File: src/rtl/b_calc_ctrl_if.sv
// Keypad-side bundle for the calculator control stage: keypad entry and buttons in,
// keypad rearm pulses and display/status flags out.
interface b_calc_ctrl_if;
    logic [7:0] b_calc_keycode;
    logic       b_calc_new_input;
    logic       b_calc_overflow_flag;
    logic [4:0] b_calc_op_key;
    logic       b_calc_clear_key;
    logic       b_calc_op_valid_key_pressed;
    logic       b_calc_clear;
    logic [7:0] b_calc_display;
    logic       b_calc_negative;
    logic       b_calc_error;
    logic       b_calc_busy;

    modport master (
        output b_calc_keycode, b_calc_new_input, b_calc_overflow_flag,
               b_calc_op_key, b_calc_clear_key,
        input  b_calc_op_valid_key_pressed, b_calc_clear, b_calc_display,
               b_calc_negative, b_calc_error, b_calc_busy
    );

    modport slave (
        input  b_calc_keycode, b_calc_new_input, b_calc_overflow_flag,
               b_calc_op_key, b_calc_clear_key,
        output b_calc_op_valid_key_pressed, b_calc_clear, b_calc_display,
               b_calc_negative, b_calc_error, b_calc_busy
    );
endinterface

File: src/rtl/b_calc_ctrl.sv
// Calculator control: operand/operator sequencing, add/sub/mul evaluation and a
// bit-serial restoring divider, driving sign-magnitude display and status flags.
module b_calc_ctrl #(
    parameter int         DIV_ITER = 8,
    parameter logic [7:0] ERR_CODE = 8'hEE
) (
    input  logic         i_sys_clock,
    input  logic         i_sys_reset,
    b_calc_ctrl_if.slave calc
);
    localparam int CNT_W = $clog2(DIV_ITER + 1);

    typedef enum logic [2:0] {S_A, S_B, S_RESULT, S_CALC, S_ERR} state_t;
    typedef enum logic [1:0] {OP_ADD, OP_SUB, OP_MUL, OP_DIV} op_t;

    state_t           state_reg;
    op_t              op_reg, chain_op_reg, new_op;
    logic             chain_reg, b_entered_reg, sign_a_reg;
    logic [7:0]       mag_a_reg, div_b_reg, quo_reg, rem_reg;
    logic [CNT_W-1:0] cnt_reg;
    logic [4:0]       op_prev_reg, op_edge;
    logic             clear_prev_reg, clear_edge;
    logic             op_valid_reg, clear_reg, negative_reg, error_reg, busy_reg;
    logic [7:0]       display_reg;

    logic             op_hit, arith_edge, equals_edge;
    logic signed [9:0] a_signed, b_signed, sum;
    logic [9:0]       sum_abs;
    logic [15:0]      prod;
    logic             eval_err, eval_neg;
    logic [7:0]       eval_mag;
    logic [8:0]       rem_shift, rem_sub;
    logic             fits, div_neg;
    logic [7:0]       rem_next, quo_next;

    genvar gi;
    generate
        for (gi = 0; gi < 5; gi++) begin : g_op_edge
            assign op_edge[gi] = calc.b_calc_op_key[gi] & ~op_prev_reg[gi];
        end
    endgenerate

    // Simultaneous rises of several buttons are treated as no press at all.
    assign clear_edge  = calc.b_calc_clear_key & ~clear_prev_reg;
    assign op_hit      = $onehot(op_edge);
    assign arith_edge  = op_hit & (|op_edge[3:0]);
    assign equals_edge = op_hit & op_edge[4];

    always_comb begin
        new_op = OP_ADD;
        if (op_edge[1])      new_op = OP_SUB;
        else if (op_edge[2]) new_op = OP_MUL;
        else if (op_edge[3]) new_op = OP_DIV;
    end

    // Operand B is whatever the keypad currently shows on the evaluating edge.
    always_comb begin
        a_signed = $signed({2'b00, mag_a_reg});
        if (sign_a_reg) a_signed = -a_signed;
        b_signed = $signed({2'b00, calc.b_calc_keycode});
        sum      = (op_reg == OP_SUB) ? (a_signed - b_signed) : (a_signed + b_signed);
        sum_abs  = sum[9] ? -sum : sum;
        prod     = {8'd0, mag_a_reg} * {8'd0, calc.b_calc_keycode};
        eval_err = 1'b0;
        eval_mag = 8'd0;
        eval_neg = 1'b0;
        case (op_reg)
            OP_ADD, OP_SUB: begin
                eval_err = sum_abs > 10'd255;
                eval_mag = sum_abs[7:0];
                eval_neg = sum[9];
            end
            OP_MUL: begin
                eval_err = prod > 16'd255;
                eval_mag = prod[7:0];
                eval_neg = sign_a_reg & (prod[7:0] != 8'd0);
            end
            default: eval_err = (calc.b_calc_keycode == 8'd0);
        endcase
    end

    always_comb begin
        rem_shift = {rem_reg, quo_reg[7]};
        fits      = rem_shift >= {1'b0, div_b_reg};
        rem_sub   = rem_shift - {1'b0, div_b_reg};
        rem_next  = fits ? rem_sub[7:0] : rem_shift[7:0];
        quo_next  = {quo_reg[6:0], fits};
        div_neg   = sign_a_reg & (quo_next != 8'd0);
    end

    always_ff @(posedge i_sys_clock) begin
        if (i_sys_reset) begin
            state_reg <= S_A;       op_reg <= OP_ADD;     chain_op_reg <= OP_ADD;
            chain_reg <= 1'b0;      b_entered_reg <= 1'b0;
            sign_a_reg <= 1'b0;     mag_a_reg <= 8'd0;    div_b_reg <= 8'd0;
            quo_reg <= 8'd0;        rem_reg <= 8'd0;      cnt_reg <= '0;
            op_prev_reg <= 5'd0;    clear_prev_reg <= 1'b0;
            op_valid_reg <= 1'b0;   clear_reg <= 1'b0;    display_reg <= 8'd0;
            negative_reg <= 1'b0;   error_reg <= 1'b0;    busy_reg <= 1'b0;
        end else begin
            op_prev_reg    <= calc.b_calc_op_key;
            clear_prev_reg <= calc.b_calc_clear_key;
            op_valid_reg   <= 1'b0;
            clear_reg      <= 1'b0;
            if (clear_edge) begin
                state_reg <= S_A;       op_reg <= OP_ADD;     chain_reg <= 1'b0;
                b_entered_reg <= 1'b0;  sign_a_reg <= 1'b0;   mag_a_reg <= 8'd0;
                clear_reg <= 1'b1;      display_reg <= 8'd0;  negative_reg <= 1'b0;
                error_reg <= 1'b0;      busy_reg <= 1'b0;
            end else begin
                case (state_reg)
                    S_A: begin
                        display_reg  <= calc.b_calc_keycode;
                        negative_reg <= 1'b0;
                        if (calc.b_calc_overflow_flag) begin
                            state_reg <= S_ERR; display_reg <= ERR_CODE; error_reg <= 1'b1;
                        end else if (arith_edge) begin
                            sign_a_reg <= 1'b0;      mag_a_reg <= calc.b_calc_keycode;
                            op_reg <= new_op;        b_entered_reg <= 1'b0;
                            op_valid_reg <= 1'b1;    state_reg <= S_B;
                        end
                    end
                    S_B: begin
                        // Until B entry starts, the display keeps showing operand A / chained result.
                        if (b_entered_reg || calc.b_calc_new_input) begin
                            display_reg <= calc.b_calc_keycode;
                        end
                        if (calc.b_calc_overflow_flag) begin
                            state_reg <= S_ERR; display_reg <= ERR_CODE;
                            negative_reg <= 1'b0; error_reg <= 1'b1;
                        end else if (equals_edge || (arith_edge && b_entered_reg)) begin
                            op_valid_reg <= 1'b1;
                            if (eval_err) begin
                                state_reg <= S_ERR; display_reg <= ERR_CODE;
                                negative_reg <= 1'b0; error_reg <= 1'b1;
                            end else if (op_reg == OP_DIV) begin
                                state_reg <= S_CALC;     busy_reg <= 1'b1;
                                div_b_reg <= calc.b_calc_keycode;
                                quo_reg <= mag_a_reg;    rem_reg <= 8'd0;   cnt_reg <= '0;
                                chain_reg <= arith_edge; chain_op_reg <= new_op;
                            end else begin
                                display_reg <= eval_mag; negative_reg <= eval_neg;
                                if (arith_edge) begin
                                    sign_a_reg <= eval_neg;  mag_a_reg <= eval_mag;
                                    op_reg <= new_op;        b_entered_reg <= 1'b0;
                                end else begin
                                    state_reg <= S_RESULT;
                                end
                            end
                        end else if (arith_edge) begin
                            op_reg <= new_op;
                            op_valid_reg <= 1'b1;
                        end else if (calc.b_calc_new_input) begin
                            b_entered_reg <= 1'b1;
                            negative_reg  <= 1'b0;
                        end
                    end
                    S_CALC: begin
                        rem_reg <= rem_next;
                        quo_reg <= quo_next;
                        cnt_reg <= cnt_reg + CNT_W'(1);
                        if (cnt_reg == CNT_W'(DIV_ITER - 1)) begin
                            busy_reg <= 1'b0;  display_reg <= quo_next;  negative_reg <= div_neg;
                            if (chain_reg) begin
                                sign_a_reg <= div_neg;  mag_a_reg <= quo_next;
                                op_reg <= chain_op_reg; b_entered_reg <= 1'b0;
                                chain_reg <= 1'b0;      state_reg <= S_B;
                            end else begin
                                state_reg <= S_RESULT;
                            end
                        end
                    end
                    S_RESULT: begin
                        if (arith_edge) begin
                            sign_a_reg <= negative_reg; mag_a_reg <= display_reg;
                            op_reg <= new_op;           b_entered_reg <= 1'b0;
                            op_valid_reg <= 1'b1;       state_reg <= S_B;
                        end else if (calc.b_calc_new_input) begin
                            negative_reg <= 1'b0;
                            display_reg  <= calc.b_calc_keycode;
                            state_reg    <= S_A;
                        end
                    end
                    default: begin
                        display_reg <= ERR_CODE;
                        error_reg   <= 1'b1;
                    end
                endcase
            end
        end
    end

    assign calc.b_calc_op_valid_key_pressed = op_valid_reg;
    assign calc.b_calc_clear                = clear_reg;
    assign calc.b_calc_display              = display_reg;
    assign calc.b_calc_negative             = negative_reg;
    assign calc.b_calc_error                = error_reg;
    assign calc.b_calc_busy                 = busy_reg;
endmodule
File: src/flat_wrapper.sv
// flat-port wrapper written by rule: the top's interface ports become plain ports
module b_calc_ctrl_flat 
#(
    parameter int         DIV_ITER = 8,
    parameter logic [7:0] ERR_CODE = 8'hEE
)
  (i_sys_clock, i_sys_reset, calc_b_calc_keycode, calc_b_calc_new_input, calc_b_calc_overflow_flag, calc_b_calc_op_key, calc_b_calc_clear_key, calc_b_calc_op_valid_key_pressed, calc_b_calc_clear, calc_b_calc_display, calc_b_calc_negative, calc_b_calc_error, calc_b_calc_busy);
  b_calc_ctrl_if calc_i ();
  input  logic i_sys_clock;
  input  logic i_sys_reset;
  input wire logic [$bits(calc_i.b_calc_keycode)-1:0] calc_b_calc_keycode;
  input wire logic [$bits(calc_i.b_calc_new_input)-1:0] calc_b_calc_new_input;
  input wire logic [$bits(calc_i.b_calc_overflow_flag)-1:0] calc_b_calc_overflow_flag;
  input wire logic [$bits(calc_i.b_calc_op_key)-1:0] calc_b_calc_op_key;
  input wire logic [$bits(calc_i.b_calc_clear_key)-1:0] calc_b_calc_clear_key;
  output wire logic [$bits(calc_i.b_calc_op_valid_key_pressed)-1:0] calc_b_calc_op_valid_key_pressed;
  output wire logic [$bits(calc_i.b_calc_clear)-1:0] calc_b_calc_clear;
  output wire logic [$bits(calc_i.b_calc_display)-1:0] calc_b_calc_display;
  output wire logic [$bits(calc_i.b_calc_negative)-1:0] calc_b_calc_negative;
  output wire logic [$bits(calc_i.b_calc_error)-1:0] calc_b_calc_error;
  output wire logic [$bits(calc_i.b_calc_busy)-1:0] calc_b_calc_busy;
  assign calc_i.b_calc_keycode = calc_b_calc_keycode;
  assign calc_i.b_calc_new_input = calc_b_calc_new_input;
  assign calc_i.b_calc_overflow_flag = calc_b_calc_overflow_flag;
  assign calc_i.b_calc_op_key = calc_b_calc_op_key;
  assign calc_i.b_calc_clear_key = calc_b_calc_clear_key;
  assign calc_b_calc_op_valid_key_pressed = calc_i.b_calc_op_valid_key_pressed;
  assign calc_b_calc_clear = calc_i.b_calc_clear;
  assign calc_b_calc_display = calc_i.b_calc_display;
  assign calc_b_calc_negative = calc_i.b_calc_negative;
  assign calc_b_calc_error = calc_i.b_calc_error;
  assign calc_b_calc_busy = calc_i.b_calc_busy;
  b_calc_ctrl #(.DIV_ITER(DIV_ITER), .ERR_CODE(ERR_CODE)) u_core (.i_sys_clock(i_sys_clock), .i_sys_reset(i_sys_reset), .calc(calc_i));
endmodule
File: config.mk
export PLATFORM = sky130hd
export DESIGN_NAME = b_calc_ctrl_flat
export DESIGN_NICKNAME = d
export VERILOG_FILES = /design/src/rtl/b_calc_ctrl_if.sv /design/src/rtl/b_calc_ctrl.sv /design/src/flat_wrapper.sv
export SDC_FILE = /design/constraint.sdc
export NUM_CORES = 1
export LEC_CHECK = 0
export ABC_CLOCK_PERIOD_IN_PS = 8800
export BUFFER_PORTS_ARGS = -buffer_cell sky130_fd_sc_hd__buf_4
export CORE_MARGIN = 2
export CORE_UTILIZATION = 30
export CTS_CLUSTER_SIZE = 16
export DETAILED_ROUTE_END_ITERATION = 7
export PLACE_DENSITY_LB_ADDON = 0.25
export SYNTH_ARGS = -nofsm -noshare
export SYNTH_HDL_FRONTEND = slang
export SYNTH_SLANG_ARGS = --single-unit
File: constraint.sdc
create_clock -name i_sys_clock -period 8.8 [get_ports i_sys_clock]
set_clock_uncertainty 0.05 [all_clocks]
set_input_delay 0.88 -clock i_sys_clock [delete_from_list [all_inputs] [get_ports i_sys_clock]]
set_output_delay 0.88 -clock i_sys_clock [all_outputs]
set_load 0.01 [all_outputs]
==> results of run 1 <==
power by group through the flow:
stage / sequential (uW) / combinational [uW] / clock (uW)
after global placement: 363 / 622 / 0
after CTS: 356 / 621 / 375
after detailed placement: 362 / 617 / 0
after floorplan: 334 / 454 / 0
final: 357 / 629 / 367
after global routing: 361 / 694 / 387
worst reg2reg max path, stage by stage (launching register included):
cell	delay, ns
dfxtp_1	0.73
nand2_1	0.17
fa_1	0.50
fa_1	0.49
inv_1	0.06
fa_1	0.53
inv_1	0.05
fa_1	0.52
inv_1	0.04
ha_1	0.39
a21o_1	0.23
a221o_1	0.41
a311o_1	0.39
a21oi_1	0.16
o22ai_1	0.18
o311ai_2	0.36
o2111ai_2	0.34
buf_4	0.34
or4b_1	0.54
a21oi_1	0.13
synthesized netlist by cell type (15+ instances only):
library cell / n
nand2_1: 127
inv_1: 85
a21oi_1: 69
nor2_1: 67
dfxtp_1: 65
ha_1: 63
o21ai_0: 50
and2_1: 48
fa_1: 40
clkbuf_1: 37
mux2i_1: 30
a21o_1: 18
nor2b_1: 18
xnor2_1: 18
nand3_1: 15
path summary, 6_finish.rpt:
| check | end | slack, ns |
|---|---|---|
| setup reg to reg | u_core.rem_reg[7]$_SDFFE_PP0P_ | 2.13 |
| hold reg to reg | u_core.calc.b_calc_clear$_SDFF_PP0_ | 0.38 |
| setup / recovery | u_core.rem_reg[7]$_SDFFE_PP0P_ | 2.08 |
| hold / removal | u_core.calc.b_calc_clear$_SDFF_PP0_ | 0.38 |
metrics by stage:
step | area (sq um) | hold WS, ns | instances | setup slack, ns
finish | 8140 | 0.375 | 1295 | 2.08
global route | 8140 | 0.414 | 1295 | 1.77
CTS | 8140 | 0.376 | 1295 | 2.13
detailed placement | 7840 | 0.368 | 1279 | 1.79
global placement | 7840 | 0.362 | 1279 | 1.87
floorplan | 7340 | 0.356 | 966 | 2.37
cell type report:
type | instances | area [sq um] | share of cell area
clock buffers | 9 | 225 | 0.0277
clock inverters | 7 | 77.6 | 0.00953
inverters | 87 | 327 | 0.0401
multi-input cells | 764 | 5520 | 0.677
flip-flops and latches | 65 | 1300 | 0.160
well taps | 324 | 405 | 0.0498
repair buffers | 39 | 293 | 0.0360
cell families after synthesis:
logic type | share of synthesized area
buf+inv | 0.0716
flops | 0.177
fa+ha+maj | 0.217
mux | 0.0440
compound gates | 0.225
simple gates | 0.228
xor+xnor | 0.0370
per-layer routing:
layer	global-route usage	share of wire
met4	0.0573	0.029
met2	0.279	0.45
met1	0.244	0.45
met3	0.0297	0.066
met5	0	0
==> out/metrics.yaml, run 1 <==
run_status:
  outcome: "complete, no violations"
finish:
  final_common_cell: "nand2_1"
  drive_gt1_frac: 0.0742
  num-nets-final: 1087
  final_cell_mix: "nand2_1, inv_1, a21oi_1, nor2_1, dfxtp_1"
  num_antenna_cells: 0
  layout.core_utilization: 0.337
  area_growth_pct: 11.0
  fillers: 2556
worst_setup_path:
  critPathLaunch: "calc_b_calc_keycode[7]"
  reg2reg_depth: 19
  path_buf_inv: 5
  crit_arrival_ns: 6.94
  path_cells: "buf_4, nand2_1, fa_1, fa_1, inv_1, fa_1, inv_1, fa_1, inv_1, ha_1, a21o_1, a221o_1, a311o_1, a21oi_1, o22ai_1, o311ai_2, o2111ai_2, buf_4, or4b_1, a21oi_1"
  setup.worst_path.class: "input port to register"
  crit_top_cell: "fa_1"
  cp-end-kind: "register"
  startpoint_type: "input port"
  cp_max_fo: 28
  slowest_stage: "fa_1"
  r2r_start: "u_core.mag_a_reg[4]$_SDFFE_PP0P_"
  crit_family: "adder cells"
  crit_required_ns: 9.02
  slowest_delay_ns: 0.55
  cp.depth: 20
clock_tree:
  post_cts_resized: 0
  cts_made_buffers: 9
  cts-hold-fix-buffers: 0
  clk_pin_slew_ns: 0.06
  cts_htree_levels: 3
  worst_skew_pair.late_latency_ns: 0.34
  post-cts-setup-buffer-count: 0
  clockRootBuffer: "clkbuf_16"
  clock_sinks: 65
  clock_path_buffers: 2
  cts_tree: "built"
hold_path:
  hold_path.startpoint: "u_core.clear_prev_reg$_SDFF_PP0_"
  hold_path_class: "register to register"
  hold_depth: 1
die:
  io_pins: 31
  die_x_um: 160
  core_area_sq_um: 24200
  num_rows: 57
  fp.dieArea_sq_um: 25700
  initial_core_util: 0.304
  die_y_um: 160
yosys:
  synth.distinct_cells: 66
  async_flop_share: 0
  yosys_warnings: 0
  synth_edf_count: 0
  yosys-top-cells-area: "dfxtp_1, fa_1, ha_1"
  synthFlopType: "dfxtp_1"
  avgSynthCellArea_sq_um: 7.60
  synth_nets: 1087
  netlist_area_sq_um: 7340
  yosys.area.top_type_share: 0.177
  synth_area_leader_cell: "dfxtp_1"
  ys_seq_area_frac: 0.177
  synth_cells: 966
  ys_ff_latch: 65
global_route:
  grt_pass1_wl_um: 36500
  grt_max_degree: 39
  grt_pass1_vias: 6592
  antenna_found_initial: 0
  grt_util_all_layers: 0.176
  grt_overflow: 0
placed_design:
  io_buffers: 30
  dp_hpwl_um: 17200
  gp_congestion: 0.936
sta:
  hold_viol: 0
  fmax_ghz: 0.149
  max-slew-margin-rel: 0.341
  setup_viol: 0
  rsz0062_at_grt: "no"
  timing.final.crit_share: 0.763
  drv_slew: 0
  fin_setup_tns_ns: 0
  fin_crit_ns: 6.72
  worst_pin_slew_ns: 0.981
power:
  pwr-share-comb: 0.465
  clkPwrFrac: 0.271
  p_int_uw: 763
  power.density_nw_per_um2: 166
  ir_worst_vdd_uv: 100
  switchingPower_uw: 591
  fin_total_pwr_uw: 1350
  p_sw_frac: 0.436
  p_seq_frac: 0.264
  p_leak_uw: 0.00362
run:
  cap_violations: 0
detailed_routing:
  viasPerCell: 5.42
  vias: 7020
  wirelength_um: 22500
  wl_per_cell_um: 17.4
  firstDrtPassIters: 5
  ant_nets: 0
  drc_errors: 0
  drt_iter0_drc: 696
Power figures use the tool's default switching activity.
==> run 2, diff against run 1 <==
- ABC_AREA: default -> 1
- ABC_CLOCK_PERIOD_IN_PS: 8800 -> 7000
- clock period: 8.8 -> 7 ns (I/O delays scaled with it)
==> out/metrics.yaml, run 2 <==
run_status:
  outcome: "complete, no violations"
worst_setup_path:
  crit_arrival_ns: 5.77  # -1.17 ns
  startpoint_type: "register"
  crit_family: "adder cells"
  cp_max_fo: 24  # -14%
  path_buf_inv: 5  # unchanged
  setup.worst_path.class: "register to register"
  crit_required_ns: 7.18  # -1.84 ns
  cp-end-kind: "register"
  crit_top_cell: "nand2_1"
  slowest_stage: "dfxtp_1"
  slowest_delay_ns: 0.69  # +0.14 ns
global_route:
  grt_overflow: 0  # unchanged
  antenna_found_initial: 0  # unchanged
  grt_pass1_wl_um: 36900  # +1.3%
  grt_pass1_vias: 7295  # +11%
  grt_max_degree: 26  # -33%
  grt_util_all_layers: 0.171  # -0.00491
clock_tree:
  cts_htree_levels: 3  # unchanged
  post-cts-setup-buffer-count: 0  # unchanged
  clock_path_buffers: 2  # unchanged
  post_cts_resized: 0  # unchanged
  clock_sinks: 65  # unchanged
  cts_made_buffers: 9  # unchanged
  cts-hold-fix-buffers: 0  # unchanged
  clockRootBuffer: "clkbuf_16"
  worst_skew_pair.late_latency_ns: 0.34  # about the same
  cts_tree: "built"
  clk_pin_slew_ns: 0.05  # about the same
finish:
  fin_area_sq_um: 8580  # +5.3%
  num-nets-final: 1386  # +28%
  num_antenna_cells: 0  # unchanged
  final_cell_mix: "nand2_1, inv_1, nor2_1, a21oi_1, dfxtp_1"
  area_growth_pct: 9.64
  final_common_cell: "nand2_1"
  fillers: 2864  # +12%
  drive_gt1_frac: 0.0654  # -0.00874
power:
  p_seq_frac: 0.241  # -0.023
  p_leak_uw: 0.00474  # +31%
  power.density_nw_per_um2: 214  # +29%
  ir_worst_vdd_uv: 122  # +22%
  p_sw_frac: 0.453  # +0.0166
  p_int_uw: 1010  # +32%
  switchingPower_uw: 833  # +41%
  pwr-share-comb: 0.511  # +0.046
  clkPwrFrac: 0.248  # -0.023
die:
  core_area_sq_um: 25800  # +6.9%
  fp.dieArea_sq_um: 27400  # +6.4%
  die_y_um: 166  # +3.2%
  num_rows: 59  # +3.5%
  die_x_um: 166  # +3.2%
  io_pins: 31  # unchanged
  initial_core_util: 0.303  # -0.000719
sta:
  setup_viol: 0  # unchanged
  timing.final.crit_share: 0.798
  rsz0062_at_grt: "no"
  drv_slew: 0  # unchanged
  fin_setup_tns_ns: 0  # unchanged
  fmax_ghz: 0.179
  worst_pin_slew_ns: 1.15  # +0.167 ns
  hold_viol: 0  # unchanged
  fin_crit_ns: 5.59
  max-slew-margin-rel: 0.215  # -0.127
yosys:
  synthFlopType: "dfxtp_1"
  synth_commonest_cells: "nand2_1, inv_1, nor2_1, a21oi_1, dfxtp_1"
  yosysMostFrequentCell: "nand2_1"
  yosys-top-cells-area: "dfxtp_1, nand2_1, inv_1"
  yosys_warnings: 0  # unchanged
  synth_area_leader_cell: "dfxtp_1"
  yosys.area.top_type_share: 0.166  # -0.0110
  synth_cells: 1263  # +31%
  synth_edf_count: 0  # unchanged
  async_flop_share: 0  # unchanged
  synth_nets: 1384  # +27%
  synth.distinct_cells: 47  # -29%
  ys_seq_area_frac: 0.166  # -0.0110
  netlist_area_sq_um: 7830  # +6.6%
  avgSynthCellArea_sq_um: 6.20  # -18%
  ys_ff_latch: 65  # unchanged
placed_design:
  dp_hpwl_um: 18100  # +5.2%
  gp_congestion: 0.923  # -1.4%
  io_buffers: 30  # unchanged
  dpl_cell_area_sq_um: 8280  # +5.6%
detailed_routing:
  drt_iter0_drc: 661  # -5.0%
  dr.max_layer_used: "met4"
  wirelength_um: 22800  # +1.5%
  drc_errors: 0  # unchanged
  wl_per_cell_um: 14.2  # -18%
  met1_length_um: 10700  # +5.1%
  viasPerCell: 4.83  # -11%
  ant_nets: 0  # unchanged
  firstDrtPassIters: 7  # +2
  vias: 7751  # +10%
  dr_wl_met3_um: 1240  # -17%
  wl_met2_um: 10300  # +1.1%
hold_path:
  hold_path_class: "register to register"
run:
  cap_violations: 0  # unchanged
==> run 2: changes by cell type after synthesis, moves of 13 or more <==
cell      before  now
inv_1         85  251
nand2_1      127  341
a31oi_1       13    0
nand4_1        5   36
nor2_1        67  105
clkbuf_1      37   24
a21o_1        18    0
xnor2_1       18    5
nand3_1       15   58
nor2b_1       18    0
nand2b_1      13    0
a21oi_1       69   85
mux2i_1       30    3
and2_1        48    0
==> run 2: final cells by class <==
class	instances	area, sq um	area share
multi-input combinational	892	5320	0.620
inverter	264	993	0.116
clock buffer	12	256	0.0299
timing repair buffer	33	248	0.0289
clock inverter	3	40.0	0.00467
sequential	65	1300	0.152
tap	335	419	0.0489
==> run 2: worst paths after layout <==
kind,from,end,slack [ns],cells after the start
hold / removal,u_core.chain_op_reg[1]$_SDFFE_PP0P_,u_core.chain_op_reg[1]$_SDFFE_PP0P_,0.40,2
setup reg to reg,u_core.mag_a_reg[2]$_SDFFE_PP0P_,u_core.cnt_reg[0]$_SDFFE_PP0P_,1.41,25
hold reg to reg,u_core.chain_op_reg[1]$_SDFFE_PP0P_,u_core.chain_op_reg[1]$_SDFFE_PP0P_,0.40,2
setup / recovery,u_core.mag_a_reg[2]$_SDFFE_PP0P_,u_core.cnt_reg[0]$_SDFFE_PP0P_,1.41,25
==> run 2: layer usage <==
metal / track usage / vias to the layer above
met3: 0.0312 / 41
li1: - / 3958
met1: 0.230 / 3546
met4: 0.0537 / 0
met5: 0 / -
met2: 0.279 / 206
==> run 2: through the flow <==
step	setup slack (ns)	utilization	cells	total power, uW	hold slack (ns)
floorplan	1.79	-	1263	1140	0.375
global placement	1.21	0.321	1589	1380	0.387
detailed placement	1.14	0.321	1589	1390	0.396
CTS	1.36	0.332	1604	1850	0.403
global route	1.00	0.332	1604	2000	0.423
finish	1.41	0.332	1604	1840	0.402
==> run 2: worst reg2reg max path, cell delays in order, from the launching register on <==
cell,delay [ns]
dfxtp_1,0.69
nand2_1,0.15
fa_1,0.48
fa_1,0.54
inv_1,0.05
fa_1,0.53
inv_1,0.05
fa_1,0.53
inv_1,0.04
ha_1,0.36
nand2_1,0.13
inv_1,0.06
a21oi_1,0.18
nand2_1,0.07
nand2_1,0.05
nand2_1,0.04
inv_1,0.04
nand2_1,0.05
nor2_1,0.09
nand3_1,0.15
nand2_1,0.14
nand3_2,0.14
nand2_4,0.25
nand3_4,0.29
o21ai_0,0.26
nor2_1,0.06
==> run 2: power by group through the flow <==
stage | combinational, uW | clock (uW) | sequential (uW)
after floorplan | 718 | 0 | 421
after global placement | 933 | 0 | 451
after detailed placement | 936 | 0 | 451
after CTS | 943 | 468 | 443
after global routing | 1070 | 483 | 448
final | 940 | 456 | 444
==> run 2: kinds of logic after synthesis <==
group                    share of synthesized area
AND/OR/NAND/NOR                              0.322
buffers and inverters                        0.154
AO/OA/AOI/OAI                                0.124
adder cells (fa/ha/maj)                      0.203
flip-flops                                   0.166
XOR/XNOR                                    0.0269
multiplexers                               0.00384
==> run 3, diff against run 2 <==
- ABC_AREA: 1 -> 0
- ABC_CLOCK_PERIOD_IN_PS: 7000 -> 4950
- clock period: 7 -> 4.95 ns (I/O delays scaled with it)
==> out/metrics.yaml, run 3 (synthesized netlist as in run 1, its figures left out) <==
sta:
  setup_viol: 57  # +57
  worst_pin_slew_ns: 0.800  # -0.348 ns
  drv_slew: 0  # unchanged
  rsz0062_at_grt: "yes"
  fmax_ghz: 0.184  # +2.8%
  hold_viol: 0  # unchanged
  timing.final.crit_share: 1.10  # +0.299
  max-slew-margin-rel: 0.466  # +0.251
  timing.final.ws_setup_ns: -0.484  # -1.90 ns
  fin_setup_tns_ns: -22.29  # -22.29 ns
  fin_crit_ns: 5.43  # -0.154 ns
finish:
  multi_input_area_sq_um: 5830  # +9.5%
  layout.core_utilization: 0.385  # +0.0531
  drive_gt1_frac: 0.213  # +0.147
  final_cell_mix: "nand2_1, buf_4, inv_1, nor2_1, a21oi_1"
  num-nets-final: 1184  # -15%
  final_common_cell: "nand2_1"
  fillers: 2491  # -13%
  area.sequential_sq_um: 1320  # +1.5%
  area_growth_pct: 26.9
  num_antenna_cells: 0  # unchanged
power:
  ir_worst_vdd_uv: 133  # +9.0%
  power.density_nw_per_um2: 298  # +39%
  p_leak_uw: 0.00415  # -12%
hold_path:
  hold_path.startpoint: "calc_b_calc_op_key[1]"
  hold_depth: 2  # unchanged
  hold_path_class: "input port to register"
  hold_end: "u_core.op_prev_reg[1]$_SDFF_PP0_"
clock_tree:
  cts_htree_levels: 3  # unchanged
  clock_sinks: 65  # unchanged
  cts_made_buffers: 9  # unchanged
  cts-hold-fix-buffers: 0  # unchanged
  cts_tree: "built"
  clock_path_buffers: 2  # unchanged
  worst_skew_pair.late_latency_ns: 0.34  # about the same
  clk_pin_slew_ns: 0.06  # about the same
  clockRootBuffer: "clkbuf_16"
detailed_routing:
  firstDrtPassIters: 6  # -1
  drt_iter0_drc: 543  # -18%
  wirelength_um: 23800  # +4.2%
  vias: 7277  # -6.1%
  ant_nets: 0  # unchanged
  drc_errors: 0  # unchanged
  viasPerCell: 5.23  # +8.2%
  wl_per_cell_um: 17.1  # +20%
run_status:
  outcome: "complete, but fails checks"
  violations: "setup timing"
run:
  cap_violations: 0  # unchanged
global_route:
  antenna_found_initial: 0  # unchanged
  grt_overflow: 0  # unchanged
  grt_util_all_layers: 0.187  # +0.0157
  grt_pass1_wl_um: 38600  # +4.6%
  grt_pass1_vias: 7171  # -1.7%
  grt_max_degree: 39  # +50%
placed_design:
  io_buffers: 30  # unchanged
  post-place-ws_ns: -0.898  # -2.04 ns
  gp_congestion: 0.949  # +2.8%
  dp_hpwl_um: 18600  # +3.2%
die:
  die_y_um: 160  # -3.1%
  io_pins: 31  # unchanged
  initial_core_util: 0.304  # +0.000719
  die_x_um: 160  # -3.1%
  fp.dieArea_sq_um: 25700  # -6.1%
  num_rows: 57  # -3.4%
  core_area_sq_um: 24200  # -6.4%
worst_setup_path:
  startpoint_type: "register"
  r2r_start: "u_core.mag_a_reg[0]$_SDFFE_PP0P_"
  setup.worst_path.class: "register to register"
  crit_required_ns: 5.18  # -2.00 ns
  rrSetupSlack_ns: -0.48  # -1.90 ns
  cp_max_fo: 5  # -79%
  r2r_end: "u_core.rem_reg[7]$_SDFFE_PP0P_"
  reg2reg_depth: 18  # -28%
  cp-end-kind: "register"
  crit_arrival_ns: 5.66  # -0.11 ns
## run 3: cell count changes in the layout (fill, tap and decap cells not counted), moves of 14 or more
cell     previous run  this run
a21o_1              0        18
a21oi_1            85        61
and2_1              0        43
buf_4              33       120
buf_6               0        14
inv_1             251        82
mux2i_1             3        28
nand2_1           341       123
nand3_1            58        14
nand4_1            36         5
nor2_1            105        64
nor2b_1             0        18
o21ai_0            60        43
## run 3: worst max path at each step
| stage | from | to | depth (start not counted) |
|---|---|---|---|
| CTS | u_core.mag_a_reg[0]$_SDFFE_PP0P_ | u_core.calc.b_calc_display[0]$_SDFFE_PP0P_ | 19 |
| finish | u_core.mag_a_reg[0]$_SDFFE_PP0P_ | u_core.rem_reg[7]$_SDFFE_PP0P_ | 18 |
| global placement | calc_b_calc_keycode[4] | u_core.calc.b_calc_display[1]$_SDFFE_PP0P_ | 20 |
| floorplan | calc_b_calc_keycode[5] | u_core.rem_reg[7]$_SDFFE_PP0P_ | 20 |
| detailed placement | calc_b_calc_keycode[4] | u_core.calc.b_calc_display[1]$_SDFFE_PP0P_ | 21 |
| global route | u_core.mag_a_reg[0]$_SDFFE_PP0P_ | u_core.calc.b_calc_display[0]$_SDFFE_PP0P_ | 20 |
## run 3: area by class of cell
| cell class | instances | share of cell area |
|---|---|---|
| clock buffer | 11 | 0.0271 |
| clock inverter | 5 | 0.00833 |
| inverter | 87 | 0.0351 |
| multi-input combinational | 764 | 0.626 |
| sequential | 65 | 0.142 |
| tap | 324 | 0.0435 |
| timing repair buffer | 136 | 0.119 |
## run 3: power by group
part	switching, uW	total (uW)	internal [uW]
registers	59.4	617	558
logic	824	1450	629
clock network	242	709	466
## run 3: critical path, cell delays in order, from the launching register on
cell and delay (ns):
dfxtp_4 0.38, nand2_2 0.06, fa_1 0.49, fa_1 0.54, inv_2 0.04, fa_1 0.52
inv_1 0.05, fa_1 0.49, inv_2 0.05, ha_4 0.21, a21o_1 0.16, a221o_1 0.42
a311o_1 0.33, a21oi_2 0.20, o22ai_4 0.11, o311ai_4 0.35, o2111ai_4 0.23, or4b_4 0.58
a21oi_2 0.11
## run 3: repair_timing
| item | in CTS | in global routing |
|---|---|---|
| setup buffers | 4 | 5 |
| cloned | 0 | 1 |
| endpoints found under the setup margin | 57 | 57 |
| pin swaps | 19 | 6 |
| gates resized for setup | 45 | 32 |
## run 3: metal layers
| layer | up-vias | GRT usage | wire length, um |
|---|---|---|---|
| met2 | 219 | 0.297 | 10700 |
| met1 | 3455 | 0.261 | 11100 |
| met3 | 41 | 0.0307 | 1400 |
| met4 | 0 | 0.0561 | 534 |
| li1 | 3562 | - | - |
| met5 | - | 0 | 0 |
## run 3: through the flow
step	instances	instance area (sq um)	hold WS (ns)	power, uW
floorplan	966	7450	0.356	1430
global placement	1366	8580	0.368	1930
detailed placement	1366	8580	0.378	1930
CTS	1386	9130	0.322	2740
global route	1392	9310	0.330	2950
finish	1392	9310	0.326	2780
